===== config.mk =====
export PLATFORM = sky130hd
export DESIGN_NAME = root_stream_sequencer
export DESIGN_NICKNAME = d
export VERILOG_FILES = /design/src/rtl/root_stream_sequencer.sv
export SDC_FILE = /design/constraint.sdc
export NUM_CORES = 1
export LEC_CHECK = 0
export CELL_PAD_IN_SITES_DETAIL_PLACEMENT = 2
export CELL_PAD_IN_SITES_GLOBAL_PLACEMENT = 2
export CORE_MARGIN = 2
export CORE_UTILIZATION = 34
export DETAILED_ROUTE_END_ITERATION = 6
export PLACE_DENSITY_LB_ADDON = 0.3
export SKIP_CTS_REPAIR_TIMING = 1
export SYNTH_ARGS = -nofsm -noshare
export SYNTH_HDL_FRONTEND = slang
export SYNTH_SLANG_ARGS = --single-unit

===== constraint.sdc =====
create_clock -name i_clk -period 1.9 [get_ports i_clk]
set_input_delay 0.475 -clock i_clk [delete_from_list [all_inputs] [get_ports i_clk]]
set_output_delay 0.475 -clock i_clk [all_outputs]
set_load 0.05 [all_outputs]

===== src/rtl/root_stream_sequencer.sv =====
// rtl/root_stream_sequencer.sv - start/busy/done sequencer for the digit-serial MSD-first online square-root datapath
// Optional abort input is compiled in when ROOT_SEQ_ABORT_EN is defined.
// All handshake and datapath-control outputs are registered decodes of the FSM
// state, so each output lags its state by one clock.

module root_stream_sequencer #(
  parameter int N_DIGITS = 8,
  parameter int DELAY    = 1
) (
  input  logic                    i_clk,
  input  logic                    i_Reset,
  input  logic                    i_start,
  input  logic [2*N_DIGITS-1:0]   i_operand,
`ifdef ROOT_SEQ_ABORT_EN
  input  logic                    i_abort,
`endif
  output logic                    o_busy,
  output logic                    o_done,
  output logic [2*N_DIGITS-1:0]   o_result,
  output logic                    o_root_init,
  output logic                    o_root_en,
  output logic [1:0]              o_root_x,
  input  logic [1:0]              i_root_y
);

  localparam int W  = 2 * N_DIGITS;
  localparam int CW = $clog2(N_DIGITS + DELAY + 1);
  localparam logic [CW-1:0] LAST_TX = CW'(N_DIGITS + DELAY - 1);
  localparam logic [CW-1:0] SKIP_RX = CW'(DELAY);
  localparam logic [CW-1:0] ONE     = CW'(1);

  typedef enum logic [2:0] {
    S_IDLE,
    S_INIT,
    S_STREAM,
    S_DRAIN,
    S_DONE
  } state_t;

  state_t          r_state;
  logic [W-1:0]    r_operand;
  logic [CW-1:0]   r_tx_cnt;
  logic [CW-1:0]   r_rx_cnt;
  logic            r_en_d;
  logic            r_busy;
  logic            r_done;
  logic            r_root_init;
  logic            r_root_en;
  logic [1:0]      r_root_x;
  logic [W-1:0]    r_result;
  logic            w_abort;
  logic            w_active;

`ifdef ROOT_SEQ_ABORT_EN
  assign w_abort = i_abort;
`else
  assign w_abort = 1'b0;
`endif

  // Abort only has meaning while an operation is actually being sequenced.
  assign w_active = (r_state == S_INIT) || (r_state == S_STREAM) || (r_state == S_DRAIN);

  // Sequencer FSM, operand shifter, and capture of the returned digit stream.
  always_ff @(posedge i_clk or posedge i_Reset) begin
    if (i_Reset) begin
      r_state     <= S_IDLE;
      r_operand   <= '0;
      r_tx_cnt    <= '0;
      r_rx_cnt    <= '0;
      r_en_d      <= 1'b0;
      r_busy      <= 1'b0;
      r_done      <= 1'b0;
      r_root_init <= 1'b0;
      r_root_en   <= 1'b0;
      r_root_x    <= 2'b00;
      r_result    <= '0;
    end else begin
      // The datapath registers its output, so a digit is valid one cycle after its enable.
      r_en_d <= r_root_en;
      if (r_en_d) begin
        if (r_rx_cnt >= SKIP_RX) begin
          r_result <= {r_result[W-3:0], i_root_y};
        end
        r_rx_cnt <= r_rx_cnt + ONE;
      end

      case (r_state)
        S_IDLE: begin
          r_busy      <= 1'b0;
          r_done      <= 1'b0;
          r_root_init <= 1'b0;
          r_root_en   <= 1'b0;
          r_root_x    <= 2'b00;
          if (i_start) begin
            r_operand <= i_operand;
            r_state   <= S_INIT;
          end
        end
        S_INIT: begin
          r_busy      <= 1'b1;
          r_root_init <= 1'b1;
          r_result    <= '0;
          r_tx_cnt    <= '0;
          r_rx_cnt    <= '0;
          r_state     <= S_STREAM;
        end
        S_STREAM: begin
          // Shifting the operand left feeds MSD first and leaves zeros for the flush digits.
          r_root_init <= 1'b0;
          r_root_en   <= 1'b1;
          r_root_x    <= r_operand[W-1:W-2];
          r_operand   <= {r_operand[W-3:0], 2'b00};
          r_tx_cnt    <= r_tx_cnt + ONE;
          if (r_tx_cnt == LAST_TX) begin
            r_state <= S_DRAIN;
          end
        end
        S_DRAIN: begin
          r_root_en <= 1'b0;
          r_root_x  <= 2'b00;
          r_state   <= S_DONE;
        end
        S_DONE: begin
          r_done  <= 1'b1;
          r_state <= S_IDLE;
        end
        default: begin
          r_state <= S_IDLE;
        end
      endcase

      // Abort overrides the normal transition, including DRAIN -> DONE.
      if (w_abort && w_active) begin
        r_state     <= S_IDLE;
        r_busy      <= 1'b0;
        r_done      <= 1'b0;
        r_root_init <= 1'b0;
        r_root_en   <= 1'b0;
        r_root_x    <= 2'b00;
        r_en_d      <= 1'b0;
        r_result    <= '0;
      end
    end
  end

  assign o_busy      = r_busy;
  assign o_done      = r_done;
  assign o_result    = r_result;
  assign o_root_init = r_root_init;
  assign o_root_en   = r_root_en;
  assign o_root_x    = r_root_x;

endmodule


* Word level (Yosys, flattened, before mapping)
Cells that the tools add are included.
** Storage, ports and cells
- Latch bits :: 0
- Input port bits :: 21
- ROM bits :: 0
- Flip-flop bits (word level) :: 50
- Bits in writable memories :: 0
- Output and inout bits :: 22
- Logic and storage cells :: 51
- Memories :: 0
** Operators by class
- Shift-type cells :: 0
- Multiply operators :: 0
- Divide/modulo/power cells :: 0
- Bitwise logic cells :: 0
- Multiplexer cells :: 16
- Reductions and logical operators :: 14
- $lt $le $gt $ge :: 1
- $add $sub $neg :: 2
- Equal/unequal tests :: 7
** Operator list (number)
- $mux 16 :: 4
- $pmux 16 s2 :: 1
- $reduce_bool 2->1 :: 8
- $pmux 3 s4 :: 1
- $add 4x1->4 const B :: 2
- $mux 4 :: 2
- $pmux 1 s2 :: 4
- $pmux 4 s2 :: 1
- $eq 3x2->1 const B :: 2
- $mux 3 :: 2
- $reduce_and 2->1 :: 3
- $eq 4x4->1 const B :: 1
- $ge 4x1->1 const B :: 1
- $pmux 2 s2 :: 1
- $reduce_or 2->1 :: 2
- $eq 3x1->1 const B :: 1
- $eq 3x3->1 const B :: 1
- $logic_not 3->1 :: 1
- $ne 2x1->1 const B :: 1
- $ne 2x2->1 const B :: 1

* Depth between registers and ports, before layout
Gate-level depths: netlist (run 1).
- Depth after elaboration :: 4
- Mapped depth :: 6
- Gate-level depth less buffers :: 5

* Worst setup path after synthesis (run 1)
No wires, ideal clock.
- Path kind :: reg2reg
- From :: register r_state[0]
- To :: register r_operand[2]
- Cell stages (with the launch flop) :: 6
- Period minus slack after synthesis :: 1673 ps
- Data arrival time :: 1549 ps
- Buffers on the path :: 2
- Setup time :: 125 ps
- Setup slack :: 227 ps
- Required time :: 1775 ps
- Path through :: dfrtp_1 > buf_4 > nor3b_4 > buf_6 > mux2_2 > mux2_2
** On the way
- Word-level cells in the longest chain between the ends :: 3
- Elaborated cells between the ends (all ways) :: 6
- Classes of those cells :: 2 x eq/ne; 1 x mux; 3 x reduce/logical
** RTL lines
- start: declaration :: RTL line 40 : state_t r_state;
- start signal: assignment :: RTL line 66 : r_state <= S_IDLE;
- start signal: assignment :: RTL line 96 : r_state <= S_INIT;
- start signal: assignment :: RTL line 105 : r_state <= S_STREAM;
- $eq 3x2->1 or $logic_not 3->1 (tied branches) :: RTL line 87 : case (r_state)
- $reduce_bool 2->1 (no line) or $ne 2x2->1 (tied branches)
- $reduce_and 2->1 (no line)
- end signal: assignment :: RTL line 95 : r_operand <= i_operand;
- end signal: assignment :: RTL line 112 : r_operand <= {r_operand[W-3:0], 2'b00};
- end: declaration :: RTL line 41 : logic [W-1:0] r_operand;
Parallel ways exist; a longest one is shown, timed or not.
A chain may end at the register's enable or synchronous reset.

* Worst setup path in the final report (run 1)
- From :: register r_state[1]
- To :: register r_operand[2]
The elaborated chain is that of the path after synthesis.

==> results of run 1 <==
-- cells by family after synthesis --
group | after synthesis | synth area share [%]
AOI/OAI and AO/OA | 20 | 5.85
xor gates and xnor gates | 4 | 1.52
adders and majority gates | 5 | 2.71
buffers and inverters | 20 | 5.09
DFF | 50 | 54.1
muxes | 47 | 21.9
and+or+nand+nor | 43 | 8.77
-- power by group through the flow --
| stage | clock, mW | combinational (mW) | sequential (mW) |
|---|---|---|---|
| floorplan | 0 | 1.50 | 2.20 |
| finish | 0.729 | 2.53 | 1.83 |
| detailed placement | 0 | 2.56 | 1.86 |
| CTS | 0.770 | 2.58 | 1.84 |
| global route | 0.805 | 2.77 | 1.90 |
| global placement | 0 | 2.46 | 1.83 |
-- worst max-delay path: cells and delay by family (launching register included) --
| family | cells | cell delay (ps) |
|---|---|---|
| mux | 2 | 630 |
| buf+inv | 1 | 210 |
| simple gates | 1 | 290 |
| flops | 1 | 490 |
-- worst min-delay path by stage --
stage	startpoint	endpoint
2_1_floorplan	r_operand[14]$_DFFE_PP0P_	o_root_x[0]$_DFFE_PP0P_
3_3_place_gp	o_root_en$_DFFE_PP0P_	r_en_d$_DFF_PP0_
3_5_place_dp	o_root_en$_DFFE_PP0P_	r_en_d$_DFF_PP0_
4_1_cts	i_Reset	o_result[13]$_DFFE_PP0P_
5_1_grt	i_Reset	o_result[11]$_DFFE_PP0P_
6_report	i_Reset	o_result[11]$_DFFE_PP0P_
-- cell type report --
class	count	area [um^2]	area share, %
clock buffer	6	72.6	2.49
sequential	50	1250	43.0
tap	80	100	3.44
clock inverter	2	37.5	1.29
inverter	9	33.8	1.16
timing repair buffer	52	465	16.0
multi-input combinational	119	950	32.6
-- registers in the layout, indices dropped and copies added (netlist names) --
signal / flops
r_en_d: 1
o_busy: 1
r_state: 3
o_result: 16
o_done: 1
r_tx_cnt: 4
r_rx_cnt: 4
o_root_en: 1
r_operand: 16
o_root_init: 1
o_root_x: 2
-- per-layer routing --
metal | vias to the layer above | global-route usage (%) | routed length [um]
li1 | 740 | - | -
met1 | 779 | 18.1 | 2160
met2 | 27 | 27.0 | 2690
met3 | 2 | 2.67 | 145
met4 | 0 | 3.41 | 24
met5 | - | 0 | 0
-- layout by cell type (no fill, tap or decap), types with 5 or more instances in the layout --
cell type        netlist  layout
ha_1                   5       5
dfrtp_1               50      50
buf_4                  2      30
mux2i_1               18      18
clkdlybuf4s50_1        0      20
nand2_1               23      23
mux2_2                28      28
nor2_1                10      10
inv_1                  9       8
clkbuf_8               0       5
o21ai_0                7       7
-- stage by stage --
step           hold slack (ps)  util, %
2_1_floorplan              467        -
3_3_place_gp               431     41.9
3_5_place_dp               429     41.9
4_1_cts                    446     43.6
5_1_grt                    452     43.6
6_report                   445     43.6
==> impl_metrics.csv, run 1 <==
group,metric,value,unit
flow_run,cap_violations,0,
clocking,numCtsBuffers,5,
global_routing,grt_max_degree,38,
layout,antenna_cells,0,
floorplanning,dieArea,7470,um^2
power_and_ir_drop,pwr-share-seq,36.0,%
clocking,clk_latency,290,ps
setup_path,end_kind,"flip-flop",
timing,layout_worst_path_cycle_share,91.3,%
floorplanning,io_pins,43,
clocking,clockRootBuffer,"clkbuf_8",
logic_synthesis,synthFlopType,"dfrtp_1",
clocking,htree_levels,2,
power_and_ir_drop,clockPowerShare,14.3,%
setup_path,worstPathMaxFanout,24,
layout,drive_above_1_share,29.8,%
detailed_routing,drtPass1Iterations,4,
floorplanning,start_util,34.6,%
power_and_ir_drop,leakagePower,1.37,nW
placement,placed_area,2800,um^2
power_and_ir_drop,power_frac_comb,49.7,%
setup_path,r2r_end,"r_operand[2]$_DFFE_PP0P_",
setup_path,r2r_start,"r_state[1]$_DFFE_PP0P_",
global_routing,grtUsageTotal,14.8,%
placement,portBuffers,42,
logic_synthesis,yosys_warnings,0,
logic_synthesis,synth_top_area_share,54.1,%
setup_path,start_kind,"flip-flop",
logic_synthesis,synthCells,189,
logic_synthesis,netlist_area,2310,um^2
global_routing,grt_overflow_total,0,
logic_synthesis,netlist_top_cells_count,"dfrtp_1, mux2_2, nand2_1, mux2i_1, nor2_1",
timing,finalHoldViolCount,0,
floorplanning,die_h,86.4,um
power_and_ir_drop,power.internal,3.01,mW
placement,dp_hpwl,3.70,mm
setup_path,slowest_stage,"dfrtp_1",
detailed_routing,ant_nets,0,
power_and_ir_drop,ir_drop,0.000519,V
detailed_routing,drt-initial-drc-count,27,
setup_path,crit_start,"r_state[1]$_DFFE_PP0P_",
layout,area_growth,25.9,%
placement,pre_cts_ws,157,ps
clocking,cts_sinks,50,
clocking,clockBufferDepth,2,
layout,fin_area,2910,um^2
timing,finClkSkew,6.82,ps
status,outcome,"finished, final reports clean",
clocking,clk_pin_slew,90,ps
logic_synthesis,yosysMostFrequentCell,"dfrtp_1",
logic_synthesis,synth-seq-area-share,54.1,%
detailed_routing,route.detailed.drc,0,
timing,worst_slack,165,ps
detailed_routing,vias,1548,
layout,nFillCells,703,
timing,finalSetupTns,0,ps
logic_synthesis,synthArstFlopShare,100,%
timing,max_slew_margin,70.5,%
setup_path,critPathKind,"reg2reg",
logic_synthesis,ys_ff_latch,50,
placement,place.gp.congestion,0.699,
global_routing,antenna_found_initial,0,
logic_synthesis,yosys.area.top_type,"dfrtp_1",
detailed_routing,drt_wl_total,5.02,mm
setup_path,cpMostUsedCell,"mux2_2",
floorplanning,num_rows,30,
global_routing,grt_pass1_wl,8.71,mm
detailed_routing,wl_per_cell,15.8,um
timing,min_period,1730,ps
power_and_ir_drop,p_sw_share,40.8,%
setup_path,r2r_slack,170,ps
floorplanning,dieWidth,86.4,um
setup_path,cp-endpoint,"r_operand[2]$_DFFE_PP0P_",
placement,dp_cells,310,
timing,setup_viol,0,
global_routing,grt_pass1_vias,1781,
timing,finalMaxSlewViolations,0,
detailed_routing,viasPerCell,4.87,
logic_synthesis,synth_edf_count,0,
timing,worst_pin_slew,443,ps
layout,nets,263,
min_path,hp-class,"in2async",
setup_path,worstPathRequired,2080,ps
logic_synthesis,syn_avg_cell_area,12.2,um^2
clocking,cts_tree,"yes",
logic_synthesis,synthDistinctLibCells,33,
setup_path,cpPeakStageDelay,490,ps
power_and_ir_drop,power_density,1750,nW/um^2
setup_path,cp.arrival,1920,ps
logic_synthesis,synth_nets,215,
setup_path,crit_chain,"nor3b_4 -> buf_12 -> mux2_2 -> mux2_2",
power_and_ir_drop,p_sw,2.08,mW
floorplanning,coreArea,6680,um^2
setup_path,rr_worst_depth,4,
timing,fmax,577,MHz
logic_synthesis,synthTopCellsByArea,"dfrtp_1, mux2_2, mux2i_1",
timing,rsz0062_at_grt,"no",
power_and_ir_drop,power.total,5.08,mW
layout,instances_no_fill,318,
Power figures use the tool's default switching activity.
==> run 2: changes to the inputs <==
- clock period: 1.9 -> 1.79 ns (I/O delays scaled with it)
==> run 2 against run 1 <==
Effect of this change:
- combinational power rose by 8%
- total power rose by 7.0%
- final cell count rose by 0.63%
- critical endpoint is now r_operand[14]$_DFFE_PP0P_
- highest routed layer unchanged
==> impl_metrics.csv, run 2 (same netlist as run 1, synthesis figures left out) <==
group,metric,value,unit
global_routing,grt_pass1_vias,1705,
setup_path,start_kind,"flip-flop",
clocking,clockRootBuffer,"clkbuf_8",
power_and_ir_drop,power.internal,3.25,mW
power_and_ir_drop,power_density,1850,nW/um^2
timing,worst_slack,146,ps
detailed_routing,wl_per_cell,15.4,um
layout,seq_area,1250,um^2
layout,layout.cells.most_common,"dfrtp_1",
clocking,clk_pin_slew,90,ps
timing,setup_viol,0,
timing,rsz0062_at_grt,"no",
power_and_ir_drop,clockPowerShare,14.5,%
layout,final_util,43.9,%
global_routing,grt_overflow_total,0,
detailed_routing,drtPass1Iterations,2,
clocking,clk_latency,300,ps
clocking,numCtsBuffers,5,
layout,nets,265,
timing,layout_worst_path_cycle_share,91.8,%
setup_path,r2r_start,"r_state[0]$_DFFE_PP0P_",
floorplanning,dieArea,7470,um^2
setup_path,worstPathRequired,1980,ps
timing,finClkSkew,6.83,ps
floorplanning,coreArea,6680,um^2
placement,placed_area,2830,um^2
timing,finalMaxSlewViolations,0,
layout,multi_input_area,950,um^2
clocking,htree_levels,2,
floorplanning,start_util,34.6,%
detailed_routing,viasPerCell,4.96,
power_and_ir_drop,power.total,5.44,mW
layout,final_cell_mix,"dfrtp_1, buf_4, mux2_2, nand2_1, clkdlybuf4s50_1",
setup_path,cp.arrival,1830,ps
global_routing,grt_pass1_wl,8.16,mm
detailed_routing,drt_wl_total,4.92,mm
setup_path,critPathKind,"reg2reg",
flow_run,cap_violations,0,
power_and_ir_drop,power_frac_comb,50.3,%
layout,area_growth,27.0,%
detailed_routing,vias,1587,
floorplanning,io_pins,43,
min_path,min_from,"o_root_en$_DFFE_PP0P_",
floorplanning,die_h,86.4,um
layout,drive_above_1_share,30.0,%
clocking,clockBufferDepth,2,
timing,fmax,608,MHz
floorplanning,num_rows,30,
power_and_ir_drop,p_sw,2.19,mW
detailed_routing,ant_nets,0,
clocking,cts_sinks,50,
power_and_ir_drop,p_sw_share,40.3,%
placement,portBuffers,42,
global_routing,grtUsageTotal,14.1,%
min_path,hp-class,"reg2reg",
layout,antenna_cells,0,
setup_path,worstPathMaxFanout,24,
detailed_routing,route.detailed.drc,0,
power_and_ir_drop,ir_drop,0.000588,V
power_and_ir_drop,pwr-share-seq,35.2,%
timing,finalSetupTns,0,ps
clocking,cts_tree,"yes",
timing,finalHoldViolCount,0,
placement,place.gp.congestion,0.740,
detailed_routing,drt-initial-drc-count,42,
power_and_ir_drop,leakagePower,1.39,nW
status,outcome,"finished, final reports clean",
layout,fin_area,2930,um^2
setup_path,end_kind,"flip-flop",
layout,nFillCells,693,
floorplanning,dieWidth,86.4,um
global_routing,grt_max_degree,51,
global_routing,antenna_found_initial,0,
setup_path,crit_start,"r_state[0]$_DFFE_PP0P_",
timing,worst_pin_slew,464,ps
timing,min_period,1640,ps
placement,dp_hpwl,3.56,mm
timing,max_slew_margin,68.2,%
placement,pre_cts_ws,77.9,ps
==> run 2: cell types whose count changed in the layout (fill, tap and decap cells not counted), sizes merged <==
cell,delta
clkbuf,+1
clkinvlp,-1
buf,+2
==> run 2: metrics by stage <==
stage          hold slack (ps)  cells
2_1_floorplan              467    189
4_1_cts                    467    320
5_1_grt                    487    320
6_report                   459    320
3_5_place_dp               443    312
3_3_place_gp               439    312
==> run 2: routing by layer <==
| metal | GRT usage [%] | wire length [um] | up-vias |
|---|---|---|---|
| met5 | 0 | 0 | - |
| met4 | 4.26 | 69 | 0 |
| met3 | 3.33 | 170 | 7 |
| met2 | 24.6 | 2580 | 32 |
| met1 | 17.3 | 2100 | 803 |
| li1 | - | - | 745 |
==> run 2: power groups by stage <==
stage | clock network (mW) | registers (mW) | logic [mW]
floorplan | 0 | 2.33 | 1.59
global placement | 0 | 1.92 | 2.71
detailed placement | 0 | 1.94 | 2.79
CTS | 0.822 | 1.93 | 2.80
global route | 0.876 | 1.98 | 2.98
finish | 0.790 | 1.91 | 2.73
==> run 2: area by class of cell <==
| type | count | area share, % |
|---|---|---|
| repair buffers | 54 | 16.8 |
| clock buffers | 7 | 2.60 |
| flip-flops and latches | 50 | 42.6 |
| inverters | 9 | 1.15 |
| clock inverters | 1 | 1.02 |
| multi-input cells | 119 | 32.4 |
| well taps | 80 | 3.41 |
==> run 2: worst max-delay path: stages (launching register included) <==
cell and delay, ps:
dfrtp_1 460, nor3b_4 250, buf_12 210, mux2_2 350, mux2_2 260
==> run 2: final timing paths <==
| check | end | cells past startpoint | slack, ps |
|---|---|---|---|
| max | r_operand[14]$_DFFE_PP0P_ | 4 | 150 |
| max reg2reg | r_operand[14]$_DFFE_PP0P_ | 4 | 150 |
| max in group asynchronous | r_operand[2]$_DFFE_PP0P_ | 3 | 1060 |
| min | r_en_d$_DFF_PP0_ | 0 | 460 |
| min reg2reg | r_en_d$_DFF_PP0_ | 0 | 460 |
| min in group asynchronous | o_result[11]$_DFFE_PP0P_ | 3 | 500 |
==> run 3: changes to the inputs <==
- CAP_MARGIN: default -> 40
- CORE_ASPECT_RATIO: default -> 1.5
==> run 3 against run 2 <==
Effect of this change:
- clock power barely moved
- critical path depth did not move
- non-clock buffer count did not move
==> impl_metrics.csv, run 3 (same netlist as run 1, synthesis figures left out) <==
group,metric,value,unit
status,outcome,"finished, final reports clean",
power_and_ir_drop,leakagePower,1.39,nW
min_path,hp-class,"reg2reg",
clocking,clockBufferDepth,2,
setup_path,critPathKind,"reg2reg",
clocking,cts_tree,"yes",
layout,final_cell_mix,"dfrtp_1, buf_4, mux2_2, nand2_1, clkdlybuf4s50_1",
detailed_routing,route.detailed.drc,0,
layout,nFillCells,671,
floorplanning,start_util,35.4,%
timing,rsz0062_at_grt,"no",
floorplanning,dieArea,7490,um^2
timing,max_slew_margin,71.4,%
layout,nets,265,
power_and_ir_drop,power.total,5.42,mW
power_and_ir_drop,p_sw_share,40.7,%
timing,min_period,1670,ps
setup_path,worstPathMaxFanout,24,
timing,layout_worst_path_cycle_share,93.5,%
detailed_routing,drt-initial-drc-count,36,
floorplanning,dieWidth,71.3,um
global_routing,grtUsageTotal,14.4,%
floorplanning,io_pins,43,
placement,dp_hpwl,3.66,mm
clocking,clockRootBuffer,"clkbuf_8",
floorplanning,num_rows,36,
clocking,cts_sinks,50,
global_routing,grt_pass1_vias,1820,
placement,portBuffers,42,
flow_run,cap_violations,0,
clocking,htree_levels,2,
setup_path,cp.arrival,1860,ps
power_and_ir_drop,ir_drop,0.000858,V
power_and_ir_drop,pwr-share-seq,35.3,%
layout,seq_area,1250,um^2
timing,finalMaxSlewViolations,0,
layout,multi_input_area,950,um^2
detailed_routing,wl_per_cell,15.8,um
timing,worst_pin_slew,429,ps
detailed_routing,drtPass1Iterations,2,
setup_path,start_kind,"flip-flop",
timing,finalSetupTns,0,ps
timing,finalHoldViolCount,0,
timing,setup_viol,0,
setup_path,end_kind,"flip-flop",
detailed_routing,viasPerCell,5.04,
clocking,numCtsBuffers,5,
setup_path,worstPathRequired,1980,ps
placement,place.gp.congestion,0.696,
detailed_routing,drt_wl_total,4.99,mm
global_routing,antenna_found_initial,0,
power_and_ir_drop,power.internal,3.21,mW
timing,fmax,598,MHz
global_routing,grt_max_degree,51,
layout,layout.cells.most_common,"dfrtp_1",
power_and_ir_drop,power_density,1860,nW/um^2
detailed_routing,ant_nets,0,
detailed_routing,vias,1594,
floorplanning,coreArea,6530,um^2
power_and_ir_drop,p_sw,2.21,mW
power_and_ir_drop,power_frac_comb,50.1,%
layout,area_growth,26.3,%
clocking,clk_pin_slew,90,ps
clocking,clk_latency,300,ps
global_routing,grt_overflow_total,0,
layout,drive_above_1_share,30.8,%
timing,finClkSkew,10.2,ps
power_and_ir_drop,clockPowerShare,14.6,%
floorplanning,die_h,105,um
layout,antenna_cells,0,
global_routing,grt_pass1_wl,8.50,mm
[run 3: cell count changes in the layout (fill, tap and decap cells not counted), sizes merged]
cell | previous run | this run
clkbuf | 7 | 5
clkinv | 0 | 2
[run 3: metrics by stage]
| stage | util (%) | cells | instance area [um^2] | worst slack, ps | hold slack, ps |
|---|---|---|---|---|---|
| floorplan | - | 189 | 2310 | 117 | 467 |
| global placement | 43.0 | 308 | 2810 | 117 | 391 |
| detailed placement | 43.0 | 308 | 2810 | 81.0 | 398 |
| CTS | 44.7 | 316 | 2920 | 93.5 | 414 |
| global route | 44.7 | 316 | 2920 | 62.8 | 439 |
| finish | 44.7 | 316 | 2920 | 117 | 408 |
[run 3: final timing paths]
check | end | cells after the start | slack (ps) | startpoint
min | r_en_d$_DFF_PP0_ | 0 | 410 | o_root_en$_DFFE_PP0P_
max in group asynchronous | r_state[1]$_DFFE_PP0P_ | 3 | 1030 | i_Reset
min in group asynchronous | o_result[8]$_DFFE_PP0P_ | 3 | 500 | i_Reset
max | r_operand[7]$_DFFE_PP0P_ | 4 | 120 | r_state[2]$_DFFE_PP0P_
min reg2reg | r_en_d$_DFF_PP0_ | 0 | 410 | o_root_en$_DFFE_PP0P_
max reg2reg | r_operand[7]$_DFFE_PP0P_ | 4 | 120 | r_state[2]$_DFFE_PP0P_
[run 3: area by class of cell]
type,instances,share of cell area [%]
Clock buffer,5,2.36
Clock inverter,3,1.37
Inverter,9,1.16
Multi-Input combinational cell,119,32.5
Sequential cell,50,42.9
Tap cell,76,3.26
Timing Repair Buffer,54,16.5
[run 3: power groups by stage]
| stage | Combinational (mW) | Clock (mW) | Sequential (mW) |
|---|---|---|---|
| after floorplan | 1.59 | 0 | 2.33 |
| final | 2.72 | 0.791 | 1.91 |
| after global placement | 2.70 | 0 | 1.93 |
| after CTS | 2.79 | 0.821 | 1.93 |
| after detailed placement | 2.77 | 0 | 1.95 |
| after global routing | 2.99 | 0.856 | 1.98 |
[run 3: critical path, cell delays in order (launching register included)]
cell	delay (ps)
dfrtp_1	470
nor3b_4	260
buf_12	200
mux2_2	360
mux2_2	270
[run 3: per-layer routing]
layer  global-route usage, %  part of all wire [%]  routed length (um)  vias up
li1                        -                     -                   -      741
met1                    15.9                    38                1920      818
met2                    27.0                    57                2840       31
met3                    3.28                   3.6                 182        4
met4                    4.04                  0.96                  48        0
met5                       0                     0                   0        -
